--- config.mk ---
export PLATFORM = sky130hd
export DESIGN_NAME = fifo_drain_burst
export DESIGN_NICKNAME = d
export VERILOG_FILES = /design/src/rtl/fifo_drain_pkg.sv /design/src/rtl/fifo_drain_prefetch.sv /design/src/rtl/fifo_drain_burst.sv
export SDC_FILE = /design/constraint.sdc
export NUM_CORES = 1
export LEC_CHECK = 0
export ABC_AREA = 0
export BUFFER_PORTS_ARGS = -buffer_cell sky130_fd_sc_hd__buf_2
export CORE_MARGIN = 4
export CORE_UTILIZATION = 46
export CTS_CLUSTER_DIAMETER = 60
export DETAILED_ROUTE_END_ITERATION = 7
export PLACE_DENSITY = 0.77
export SLEW_MARGIN = 0
export SYNTH_ARGS = -nofsm -noshare
export SYNTH_HDL_FRONTEND = slang
export SYNTH_SLANG_ARGS = --single-unit
--- constraint.sdc ---
create_clock -name clk -period 6.9 [get_ports clk]
set_input_delay 0.69 -clock clk [delete_from_list [all_inputs] [get_ports clk]]
set_output_delay 0.69 -clock clk [all_outputs]
set_load 0.03 [all_outputs]
--- src/rtl/fifo_drain_pkg.sv ---
// rtl/fifo_drain_pkg.sv - shared state encoding and sizing helper for the FIFO drainer
package fifo_drain_pkg;

    typedef enum logic [2:0] {
        ST_IDLE  = 3'd0,
        ST_FETCH = 3'd1,
        ST_ACK   = 3'd2,
        ST_WAIT  = 3'd3,
        ST_END   = 3'd4,
        ST_ERR   = 3'd5
    } drain_state_t;

    // Width of a counter that must reach TIMEOUT; never narrower than one bit.
    function automatic int tmo_cnt_w(input int timeout);
        return (timeout < 2) ? 1 : $clog2(timeout + 1);
    endfunction

endpackage

--- src/rtl/fifo_drain_prefetch.sv ---
// rtl/fifo_drain_prefetch.sv - one-word prefetch slot in front of the output register
module fifo_drain_prefetch #(
    parameter int DATA_W = 8
) (
    input  logic              clk,
    input  logic              reset,
    input  logic              load,
    input  logic              take,
    input  logic              flush,
    input  logic [DATA_W-1:0] rd_data,
    output logic [DATA_W-1:0] slot_data,
    output logic              slot_valid,
    output logic              pending
);

    // A read already issued to the FIFO always lands, even while the block is frozen:
    // the FIFO has committed the word and would otherwise lose it.
    always_ff @(posedge clk) begin
        if (reset) begin
            slot_data  <= '0;
            slot_valid <= 1'b0;
            pending    <= 1'b0;
        end else if (flush) begin
            slot_valid <= 1'b0;
            pending    <= 1'b0;
        end else begin
            pending <= load;
            if (pending) begin
                slot_valid <= 1'b1;
                slot_data  <= rd_data;
            end else if (take) begin
                slot_valid <= 1'b0;
            end
        end
    end

endmodule

--- src/rtl/fifo_drain_burst.sv ---
// rtl/fifo_drain_burst.sv - FIFO-to-sink word drainer with burst/stream modes and timeout
module fifo_drain_burst
    import fifo_drain_pkg::*;
#(
    parameter int DATA_W  = 8,
    parameter int CNT_W   = 8,
    parameter int TIMEOUT = 1023
) (
    input  logic              clk,
    input  logic              reset,
    input  logic              enable,
    input  logic              go,
    input  logic [CNT_W-1:0]  burst_len,
    input  logic              go_stop,
    input  logic              clear_err,
    input  logic              fifo_empty,
    input  logic              fifo_busy,
    input  logic [DATA_W-1:0] fifo_data,
    output logic              fifo_re,
    output logic [DATA_W-1:0] out_data,
    output logic              out_start,
    input  logic              out_finish,
    output logic              busy,
    output logic              done,
    output logic [CNT_W-1:0]  sent_count,
    output logic              timeout_err
);

    localparam int TW = tmo_cnt_w(TIMEOUT);
    localparam logic [TW-1:0] TMO_LAST = TW'((TIMEOUT > 0) ? TIMEOUT - 1 : 0);

    drain_state_t      state, state_nxt;
    logic [CNT_W-1:0]  len_q;
    logic [CNT_W-1:0]  rd_count;
    logic [CNT_W-1:0]  sent_inc;
    logic [TW-1:0]     tmo_cnt;
    logic              stop_q;
    logic              stop_now;
    logic              run;
    logic              under_limit;
    logic              last_word;
    logic              tmo_hit;
    logic              take;
    logic              flush;
    logic [DATA_W-1:0] slot_data;
    logic              slot_valid;
    logic              pending;

    fifo_drain_prefetch #(
        .DATA_W(DATA_W)
    ) u_prefetch (
        .clk       (clk),
        .reset     (reset),
        .load      (fifo_re),
        .take      (take),
        .flush     (flush),
        .rd_data   (fifo_data),
        .slot_data (slot_data),
        .slot_valid(slot_valid),
        .pending   (pending)
    );

    assign run         = (state == ST_FETCH) || (state == ST_ACK) || (state == ST_WAIT);
    assign stop_now    = stop_q || go_stop;
    assign under_limit = (len_q == '0) || (rd_count < len_q);
    assign sent_inc    = sent_count + CNT_W'(1);
    assign last_word   = (len_q != '0) && (sent_inc == len_q);
    assign tmo_hit     = (TIMEOUT != 0) && (tmo_cnt == TMO_LAST);
    assign busy        = (state != ST_IDLE);
    assign done        = enable && (state == ST_END);

    // Reads stop once the burst's words are all fetched or a stop is requested,
    // so nothing is pulled from the FIFO that the run will not send.
    assign fifo_re = enable && run && !stop_now && under_limit &&
                     !fifo_empty && !fifo_busy && !slot_valid && !pending;

    always_comb begin
        state_nxt = state;
        take      = 1'b0;
        flush     = 1'b0;
        case (state)
            ST_IDLE: begin
                if (go) state_nxt = ST_FETCH;
            end
            ST_FETCH: begin
                if (stop_now) begin
                    state_nxt = ST_END;
                end else if (slot_valid && out_finish) begin
                    state_nxt = ST_ACK;
                    take      = 1'b1;
                end
            end
            ST_ACK: begin
                if (!out_finish)  state_nxt = ST_WAIT;
                else if (tmo_hit) state_nxt = ST_ERR;
            end
            ST_WAIT: begin
                if (out_finish)   state_nxt = (last_word || stop_now) ? ST_END : ST_FETCH;
                else if (tmo_hit) state_nxt = ST_ERR;
            end
            ST_END: begin
                state_nxt = ST_IDLE;
                flush     = 1'b1;
            end
            ST_ERR: begin
                if (clear_err) begin
                    state_nxt = ST_IDLE;
                    flush     = 1'b1;
                end
            end
            default: state_nxt = ST_IDLE;
        endcase
        if (!enable) begin
            state_nxt = state;
            take      = 1'b0;
            flush     = 1'b0;
        end
    end

    always_ff @(posedge clk) begin
        if (reset) begin
            state       <= ST_IDLE;
            len_q       <= '0;
            rd_count    <= '0;
            sent_count  <= '0;
            tmo_cnt     <= '0;
            stop_q      <= 1'b0;
            out_data    <= '0;
            out_start   <= 1'b0;
            timeout_err <= 1'b0;
        end else if (enable) begin
            state <= state_nxt;
            if (state == ST_IDLE && go) begin
                len_q      <= burst_len;
                rd_count   <= '0;
                sent_count <= '0;
                stop_q     <= 1'b0;
            end
            if (run && go_stop) stop_q <= 1'b1;
            if (fifo_re) rd_count <= rd_count + CNT_W'(1);
            if (take) begin
                out_data  <= slot_data;
                out_start <= 1'b1;
            end
            if (state == ST_ACK && state_nxt != ST_ACK) out_start <= 1'b0;
            if (state == ST_WAIT && out_finish) sent_count <= sent_inc;
            // The watchdog only measures how long the sink sits on one handshake edge.
            if (state_nxt != state || !(state == ST_ACK || state == ST_WAIT))
                tmo_cnt <= '0;
            else
                tmo_cnt <= tmo_cnt + TW'(1);
            if (state != ST_ERR && state_nxt == ST_ERR)
                timeout_err <= 1'b1;
            else if (state == ST_ERR && clear_err)
                timeout_err <= 1'b0;
        end
    end

endmodule

==> Word-level counts from Yosys, hierarchy flattened <==
Cells that the tools add are included.
{ "classes": {"add_sub_neg": 3, "n_lt_le_gt_ge": 1, "eq_ne": 11, "muxes": 29, "bitwise": 1, "n_reduce_logical": 48} }
{ "op_table": {"columns": ["cell", "n"], "rows": [
  ["$mux 3", 9],
  ["$mux 8", 3],
  ["$add 8x1->8 const B", 2],
  ["$logic_and 1x1->1", 16],
  ["$reduce_and 2->1", 8],
  ["$pmux 3 s5", 1],
  ["$mux 1", 14],
  ["$reduce_bool 2->1", 6],
  ["$add 10x1->10 const B", 1],
  ["$eq 10x10->1 const B", 1],
  ["$mux 10", 1],
  ["$eq 3x3->1 const B", 3],
  ["$eq 8x8->1", 1],
  ["$logic_not 8->1", 1],
  ["$lt 8x8->1", 1],
  ["$reduce_bool 8->1", 1],
  ["$logic_or 1x1->1", 7],
  ["$eq 3x2->1 const B", 2],
  ["$logic_not 1->1", 6],
  ["$eq 3x1->1 const B", 1],
  ["$logic_not 3->1", 1],
  ["$ne 3x2->1 const B", 1],
  ["$ne 3x3->1", 1],
  ["$ne 3x3->1 const B", 1],
  ["other kinds (4)", 4]
]} }
{ "word_totals": {"regBits": 58, "in_bits": 25, "out_inout_bits": 21, "word_cells": 105} }

==> Longest topological paths before layout <==
Gate-level depths: netlist of run 1.
{ "logic_depth": {"word_depth": 12, "mapped_depth": 9, "mapped_depth_nobuf": 9} }

==> Hierarchy <==
Synthesis of run 1 repeated with hierarchy kept, for this count alone.
{ "unflattened": {"cells_unflattened": 390, "hier_area_um2": 3176.8} }
{ "modules_own_cells": {"columns": ["mod", "instances", "cells_per_inst", "area_each_um2", "seq_area_each_um2"], "rows": [
  ["fifo_drain_burst", 1, 350, 2727.6, 960.9],
  ["fifo_drain_prefetch", 1, 40, 449.2, 200.2]
]} }

==> Worst setup path before layout of run 1 <==
Ideal clock, no wire load.
{ "synth_timing": {"path_kind": "input-to-output", "start": "input port fifo_empty", "end": "output port fifo_re", "arrival_ns": 2.439, "setup_slack_ns": 3.771, "cell_stages": 6, "cell_sequence": "or4_1 -> or4b_4 -> a2111oi_4 -> o211a_4 -> or2_1 -> buf_6"} }
{ "synth_via": {"elab_chain_cells": 5} }
{ "synth_rtl": {"columns": ["item", "line", "text"], "rows": [
  ["start: declaration", "fifo_drain_burst.sv:16", "input logic fifo_empty,"],
  ["$logic_not 1->1", "fifo_drain_burst.sv:75", "!fifo_empty && !fifo_busy && !slot_valid && !pending;"],
  ["$logic_and 1x1->1", "fifo_drain_burst.sv:74", "assign fifo_re = enable && run && !stop_now && under_limit &&"],
  ["$logic_and 1x1->1 (3 in a row)", "fifo_drain_burst.sv:75", null],
  ["end: declaration", "fifo_drain_burst.sv:19", "output logic fifo_re,"]
]} }
Every way passes these cells.

==> Worst setup path in the final report of run 1 <==
Ends and elaborated chain as after synthesis.

==> impl_metrics.yaml, run 1 <==
sta:
  finalSetupViolations: 0
  period_needed_ns: 3.46
  setup_tns_ns: 0
  fin_crit_sh_pct: 50.2
  rsz0062_at_grt: "false"
  slew_violations: 0
  worst_pin_slew_ns: 0.847
  fin_skew_ns: 0.00936
  fmax_mhz: 289
  relSlewSlack_pct: 43.6
  hold_viol: 0
yosys:
  ys_seq_area_share_pct: 37.4
  async_reset_ff_share_pct: 0
  synth_compound_area_share_pct: 15.0
  synth_most_common_cell: "nor2_1"
  yosys_warnings: 0
  synth_area_leaders: "dfxtp_1 37%, mux2i_1 7.7%, nor2_1 7.5%, ha_1 4.4%, xor2_1 4.2%"
  synth_top_family_by_area: "simple AND/OR/NAND/NOR gates"
  synthSimpleGateAreaFrac_pct: 24.2
  synth_adder_area_share_pct: 4.44
  synth_xor_area_share_pct: 6.78
  synth_area_per_cell_sq_um: 8.66
  synth_edf_count: 0
  synth_ff_type: "dfxtp_1"
  synth_nets: 394
  synth_cell_types: 57
  synth_area_leader_cell: "dfxtp_1"
  ys_ff_latch: 58
  netlist_area_sq_mm: 0.00310
  synth_mux_area_share_pct: 8.11
  synth_common_cells: "62 x nor2_1, 58 x dfxtp_1, 24 x mux2i_1"
  synth_cells: 358
  synth_top_area_share_pct: 37.4
pwr:
  ir_worst_vdd_uv: 186
  pwr-share-comb_pct: 8.7
  p_seq_share_pct: 48.0
  cellLeakagePower_uw: 0.00159
  clockPowerShare_pct: 43.3
  switchingPower_uw: 184
  p_per_area_mw_per_mm2: 204
  p_sw_share_pct: 25.5
  internal_power_uw: 537
setup_path:
  cp_data_arrival_time_ns: 2.77
  cpMaxStageDelayCell: "or4b_4"
  startpoint_type: "input pin"
  critPathMaxStageDelay_ns: 0.54
  worst_setup_path_end_kind: "output pin"
  crit_fanout: 7
  crit_family: "simple AND/OR/NAND/NOR gates"
  cp.buffers_inverters: 2
  path_class: "in2out"
  required_ns: 6.21
  crit_chain: "buf_2 -> or4_1 -> or4b_4 -> a2111oi_4 -> o211a_4 -> or2_1 -> buf_2"
  cp_common_cell: "buf_2"
min_path:
  hold_class: "reg2reg"
final_layout:
  area_delta_synth_final_pct: 14.0
  nFillCells: 602
  seqCellArea_sq_mm: 0.00116
  final_area_sq_mm: 0.00353
  antenna_cells: 0
  final_nets: 431
  multi_input_area_sq_mm: 0.00181
  drive_above_1_share_pct: 17.5
die:
  core_sq_mm: 0.00646
  die_area_sq_mm: 0.00812
  die_h_um: 90.1
  fp-row-count: 29
  ios: 46
  chipWidth_um: 90.1
  floorplan.initialDensity_pct: 48.0
route:
  final_antenna_net_count: 0
  drc: 0
  via_per_inst: 5.55
  drt_iter0_drc: 98
  detailedRoute.firstPassIterationCount: 6
  route.met3.wl_um: 410
  met1_length_um: 3220
  wire_per_inst_um: 14.5
  dr_wl_met2_um: 3170
  routed_wirelength_um: 6880
  top_layer: "met5"
  vias: 2641
placed_design:
  gp_congestion: 0.926
  hpwlAfterDp_um: 4780
  dpl_cell_area_sq_mm: 0.00334
  io_buffer_count: 45
flow_run:
  drv_cap: 0
clock_tree:
  cts_resized: 0
  tritoncts: "built"
  hold_buffers: 0
  cts_buffer_depth: 2
  clk_latency_ns: 0.34
  clk_pin_slew_ns: 0.07
  cts.sinks: 58
  cts_root_buffer: "clkbuf_8"
  post_cts_buffers: 0
  cts_buffers: 9
  cts.htree.levels: 3
global_routing:
  track_usage_pct: 17.5
  overflow: 0
  antenna_found_initial: 1
  grt_first_pass_wirelength_um: 11700
  grt_pass1_vias: 2496
  grt_max_degree: 46
run_status:
  status: "complete, no violations"
-- cells by family after synthesis --
kind of cell               after synthesis
DFF                                     58
and+or+nand+nor                        147
buffers and inverters                   31
AOI/OAI and AO/OA                       62
muxes                                   25
xor gates and xnor gates                24
adders and majority gates               11
-- sequential cells by signal, summed over array words and instances (netlist names) --
signal,flops
tmo_cnt,10
len_q,8
out_data,8
rd_count,8
sent_count,8
u_prefetch.slot_data,8
state,3
out_start,1
stop_q,1
timeout_err,1
u_prefetch.pending,1
u_prefetch.slot_valid,1
-- power groups by stage --
| stage | Combinational (uW) | Sequential [uW] | Clock [uW] |
|---|---|---|---|
| final | 62.4 | 346 | 312 |
| after global routing | 69.8 | 347 | 334 |
| after CTS | 62.4 | 346 | 321 |
| after detailed placement | 62.0 | 354 | 0 |
| after global placement | 61.6 | 354 | 0 |
| after floorplan | 47.1 | 350 | 0 |
-- path summary, 6_finish.rpt --
kind,start,to,slack (ns),cells past startpoint
setup / recovery,fifo_empty,fifo_re,3.44,7
hold / removal,u_prefetch.slot_data[3],u_prefetch.slot_data[3],0.50,2
setup reg to reg,sent_count[0],tmo_cnt[1],3.97,8
hold reg to reg,u_prefetch.slot_data[3],u_prefetch.slot_data[3],0.50,2
-- cell type report --
type	instances	share of cell area [%]
clock buffer	10	3.89
tap	77	2.73
timing repair buffer	45	6.37
clock inverter	5	1.56
sequential	58	32.8
multi-input combinational	269	51.3
inverter	12	1.27
-- metal layers --
| layer | vias to the layer above | global-route usage [%] |
|---|---|---|
| li1 | 1345 | - |
| met1 | 1214 | 21.4 |
| met4 | 2 | 5.23 |
| met2 | 72 | 28.9 |
| met5 | - | 0 |
| met3 | 8 | 6.26 |
-- worst min-delay path: stages, from the launching register on --
cell and delay (ns):
dfxtp_1 0.33, mux2i_1 0.07, nor2_1 0.07
-- cells in the final DEF, fill, tap and decap left out, drive strengths merged, types with 3 or more instances in the layout --
master,netlist,routed
nor2,63,63
dfxtp,58,58
buf,5,45
mux2i,24,24
nand2,19,19
a21oi,15,15
xor2,15,15
o21ai,13,13
inv,12,12
ha,11,11
clkbuf,14,10
xnor2,9,9
nand3,8,8
nand4,7,7
nor2b,6,6
nand2b,5,5
and2,5,5
nand3b,5,5
o211a,5,5
nor4,4,4
nor3,4,4
a21o,3,3
and4,3,3
or3,3,3
a211oi,3,3
o2111ai,3,3
and3,3,3
o211ai,3,3
nor3b,3,3
-- per-stage QoR --
step                std cells  setup WS, ns  hold WS, ns  power (uW)  util (%)
finish                    476          3.44        0.496         721      54.7
global route              476          3.34        0.527         751      54.7
CTS                       476          3.42        0.501         729      54.7
detailed placement        461          3.43        0.484         416      51.7
global placement          461          3.47        0.470         415      51.7
floorplan                 358          3.77        0.460         397         -
Note: power is estimated with default switching activity, not from simulation.
==> run 2, diff against run 1 <==
Clock period 6.9 ns to 3.2 ns, I/O delays scaled along.
==> impl_metrics.yaml, run 2 (synthesis gave the netlist of run 1 again) <==
sta:
  slew_violations: 0
  rsz0062_at_grt: "false"
  hold_viol: 0
  setup_tns_ns: 0
  worst_pin_slew_ns: 0.668
  fin_crit_sh_pct: 94.5
  fmax_mhz: 331
  period_needed_ns: 3.02
  relSlewSlack_pct: 55.3
  finalSetupViolations: 0
  fin_skew_ns: 0.00680
  finalWorstSetupSlack_ns: 0.175
die:
  fp-row-count: 29
  die_h_um: 90.1
  ios: 46
  chipWidth_um: 90.1
  floorplan.initialDensity_pct: 48.0
  core_sq_mm: 0.00646
  die_area_sq_mm: 0.00812
final_layout:
  nFillCells: 600
  multi_input_area_sq_mm: 0.00181
  drive_above_1_share_pct: 18.4
  largest_reg_flops: 10
  mostFrequentLayoutCells: "62 x nor2_1, 58 x dfxtp_1, 45 x buf_2, 24 x mux2i_1, 19 x nand2_1"
  final_nets: 434
  final_area_sq_mm: 0.00357
  stdcell_count: 480
  top_register: "tmo_cnt"
  seqCellArea_sq_mm: 0.00116
  antenna_cells: 0
  layout_commonest_cell: "nor2_1"
  utilization_pct: 55.2
  area_delta_synth_final_pct: 15.0
setup_path:
  worst_setup_path_end_kind: "output pin"
  crit_chain: "or4_1 -> or4b_4 -> a2111oi_4 -> o211a_4 -> or2_1 -> buf_2"
  cpMaxStageDelayCell: "or4b_4"
  crit_fanout: 7
  required_ns: 2.88
  startpoint_type: "flip-flop"
  critPathMaxStageDelay_ns: 0.55
  path_class: "reg2out"
  crit_family: "simple AND/OR/NAND/NOR gates"
  cp_data_arrival_time_ns: 2.70
  cp.buffers_inverters: 1
pwr:
  p_per_area_mw_per_mm2: 443
  ir_worst_vdd_uv: 313
  cellLeakagePower_uw: 0.00161
route:
  vias: 2722
  detailedRoute.firstPassIterationCount: 6
  drc: 0
  via_per_inst: 5.67
  wire_per_inst_um: 14.3
  final_antenna_net_count: 0
  routed_wirelength_um: 6870
  drt_iter0_drc: 132
clock_tree:
  cts_resized: 0
  cts_buffers: 9
  clk_latency_ns: 0.34
  cts.htree.levels: 3
  post_cts_buffers: 0
  cts.sinks: 58
  hold_buffers: 0
  tritoncts: "built"
  cts_root_buffer: "clkbuf_8"
  cts_buffer_depth: 2
  clk_pin_slew_ns: 0.07
flow_run:
  drv_cap: 0
global_routing:
  antenna_found_initial: 0
  grt_pass1_vias: 2509
  track_usage_pct: 17.5
  overflow: 0
  grt_first_pass_wirelength_um: 11600
  grt_max_degree: 26
min_path:
  hold_class: "in2reg"
placed_design:
  gp_congestion: 0.918
  io_buffer_count: 45
  hpwlAfterDp_um: 5080
  dpl_cell_area_sq_mm: 0.00336
  post-place-cells: 464
  post-place-ws_ns: 0.480
run_status:
  status: "complete, no violations"
[run 2: power by group]
| part | total, uW | switching [uW] | internal [uW] |
|---|---|---|---|
| Clock | 696 | 316 | 380 |
| Combinational | 138 | 81.8 | 56.0 |
| Sequential | 746 | 15.2 | 731 |
[run 2: area by class of cell]
| class | count | share of cell area [%] |
|---|---|---|
| multi-input combinational | 269 | 50.8 |
| inverter | 12 | 1.26 |
| tap | 77 | 2.70 |
| clock inverter | 6 | 1.86 |
| clock buffer | 10 | 3.86 |
| sequential | 58 | 32.5 |
| timing repair buffer | 48 | 6.94 |
[run 2: per-stage QoR]
stage / power (uW) / hold slack (ns)
after global placement: 899 / 0.468
final: 1580 / 0.204
after global routing: 1640 / 0.195
after floorplan: 857 / 0.460
after detailed placement: 900 / 0.482
after CTS: 1590 / 0.192
[run 2: path summary, 6_finish.rpt]
path,start,to,slack (ns),cells after the start
hold / removal,fifo_data[7],u_prefetch.slot_data[7],0.20,3
setup reg to reg,sent_count[0],tmo_cnt[1],0.51,9
setup / recovery,u_prefetch.slot_valid,fifo_re,0.18,6
hold reg to reg,u_prefetch.slot_data[6],out_data[6],0.50,2
[run 2: worst register-to-register path, stage by stage, from the launching register on]
cell and delay (ns):
dfxtp_1 0.45, ha_1 0.34, nand3_1 0.24, o21ai_0 0.25, nand3_1 0.11, a2111oi_2 0.50
o21bai_1 0.17, a221oi_2 0.24, buf_4 0.20, a211oi_1 0.06
[run 2: layer usage]
layer,vias to the layer above,part of all wire [%],GRT usage (%)
li1,1344,-,-
met1,1273,45,21.8
met2,89,46,27.3
met3,16,7.3,6.43
met4,0,1.8,7.14
met5,-,0,0
==> run 3, diff against run 2 <==
Settings changed: CORE_UTILIZATION 46 to 30, PLACE_DENSITY 0.77 to 0.57.
==> impl_metrics.yaml, run 3 (synthesis gave the netlist of run 1 again) <==
run_status:
  status: "complete, no violations"
route:
  drc: 0
  detailedRoute.firstPassIterationCount: 5
  via_per_inst: 4.91
  route.met3.wl_um: 406
  top_layer: "met4"
  dr_wl_met2_um: 3110
  drt_iter0_drc: 225
  routed_wirelength_um: 7020
  wire_per_inst_um: 13.1
  vias: 2634
  final_antenna_net_count: 0
  met1_length_um: 3450
final_layout:
  final_nets: 435
  drive_above_1_share_pct: 18.6
  top_register: "tmo_cnt"
  antenna_cells: 0
  nFillCells: 1043
  mostFrequentLayoutCells: "62 x nor2_1, 58 x dfxtp_1, 45 x buf_2, 24 x mux2i_1, 19 x nand2_1"
  utilization_pct: 37.0
  largest_reg_flops: 10
  layout_commonest_cell: "nor2_1"
  seqCellArea_sq_mm: 0.00116
  multi_input_area_sq_mm: 0.00181
  area_delta_synth_final_pct: 18.3
setup_path:
  rr_worst_depth: 9
  crit_fanout: 7
  regToRegEndpoint: "tmo_cnt[1]"
  cp_data_arrival_time_ns: 2.74
  r2r_start: "sent_count[0]"
  worst_setup_path_end_kind: "output pin"
  critPathMaxStageDelay_ns: 0.56
  crit_chain: "or4_1 -> or4b_4 -> a2111oi_4 -> o211a_4 -> or2_1 -> buf_2"
  path_class: "reg2out"
  startpoint_type: "flip-flop"
  cpMaxStageDelayCell: "or4_1"
  required_ns: 2.88
  ff2ff_setup_slack_ns: 0.59
pwr:
  ir_worst_vdd_uv: 330
  p_per_area_mw_per_mm2: 449
  cellLeakagePower_uw: 0.00163
clock_tree:
  post_cts_buffers: 0
  hold_buffers: 0
  cts.sinks: 58
  clk_pin_slew_ns: 0.08
  cts_buffers: 9
  cts_resized: 0
  cts_root_buffer: "clkbuf_8"
  clk_latency_ns: 0.34
  cts.htree.levels: 3
  tritoncts: "built"
  cts_buffer_depth: 2
global_routing:
  grt_max_degree: 26
  grt_pass1_vias: 2444
  track_usage_pct: 12.4
  grt_first_pass_wirelength_um: 11800
  overflow: 0
  antenna_found_initial: 0
sta:
  period_needed_ns: 3.06
  whs_ns: 0.206
  hold_viol: 0
  fin_crit_sh_pct: 95.7
  setup_tns_ns: 0
  slew_violations: 0
  rsz0062_at_grt: "false"
  fmax_mhz: 327
  worst_pin_slew_ns: 0.671
  fin_skew_ns: 0.00826
  relSlewSlack_pct: 55.1
  finalSetupViolations: 0
placed_design:
  io_buffer_count: 45
  gp_congestion: 0.797
  hpwlAfterDp_um: 5170
min_path:
  hold_start: "fifo_data[2]"
  hold_end: "u_prefetch.slot_data[2]"
  holdPathStages: 3
  hold_class: "in2reg"
die:
  fp-row-count: 36
  chipWidth_um: 110
  ios: 46
  floorplan.initialDensity_pct: 31.3
  die_area_sq_mm: 0.0120
  core_sq_mm: 0.00991
  die_h_um: 110
flow_run:
  drv_cap: 0
[run 3: cell count changes in the layout (fill, tap and decap cells not counted), sizes merged]
| cell | before | now |
|---|---|---|
| buf | 48 | 49 |
| inv | 12 | 13 |
| clkbuf | 10 | 9 |
| clkinvlp | 3 | 1 |
| bufinv | 1 | 2 |
| clkinv | 2 | 3 |
[run 3: cell type report]
cell class,count,area share (%)
inverters,12,1.23
well taps,133,4.54
clock inverters,7,2.80
flip-flops and latches,58,31.7
repair buffers,49,6.96
clock buffers,9,3.38
multi-input cells,269,49.5
[run 3: power breakdown]
part	internal (uW)	switching, uW	leakage [uW]
Clock	444	316	0.000110
Sequential	731	16.1	0.000468
Combinational	56.0	83.5	0.00105
Total	1230	415	0.00163
[run 3: worst max-delay path by stage]
stage / startpoint / end / slack (ns) / cells after the start
6_report: u_prefetch.slot_valid / fifo_re / 0.14 / 6
5_1_grt: u_prefetch.slot_valid / fifo_re / 0.02 / 6
4_1_cts: u_prefetch.slot_valid / fifo_re / 0.12 / 6
3_5_place_dp: fifo_empty / fifo_re / 0.47 / 7
3_3_place_gp: fifo_empty / fifo_re / 0.50 / 7
2_1_floorplan: sent_count[0] / tmo_cnt[1] / 0.55 / 9
[run 3: metal layers]
layer,up-vias,track usage [%]
li1,1345,-
met4,0,4.27
met5,-,0
met3,5,4.23
met1,1222,16.2
met2,62,18.9
[run 3: critical path, delay by kind of cell (launching register included)]
family	cells	cell delay, ns
AO/OA/AOI/OAI	2	0.54
buffers and inverters	1	0.22
flip-flops	1	0.35
AND/OR/NAND/NOR	3	1.30
[run 3: metrics by stage]
| stage | power (uW) | instance area, sq um | setup WS [ns] | std cells |
|---|---|---|---|---|
| final | 1650 | 3670 | 0.138 | 537 |
| after floorplan | 857 | 3100 | 0.555 | 358 |
| after global placement | 903 | 3440 | 0.498 | 521 |
| after detailed placement | 904 | 3440 | 0.474 | 521 |
| after global routing | 1730 | 3670 | 0.0178 | 537 |
| after CTS | 1670 | 3670 | 0.118 | 537 |
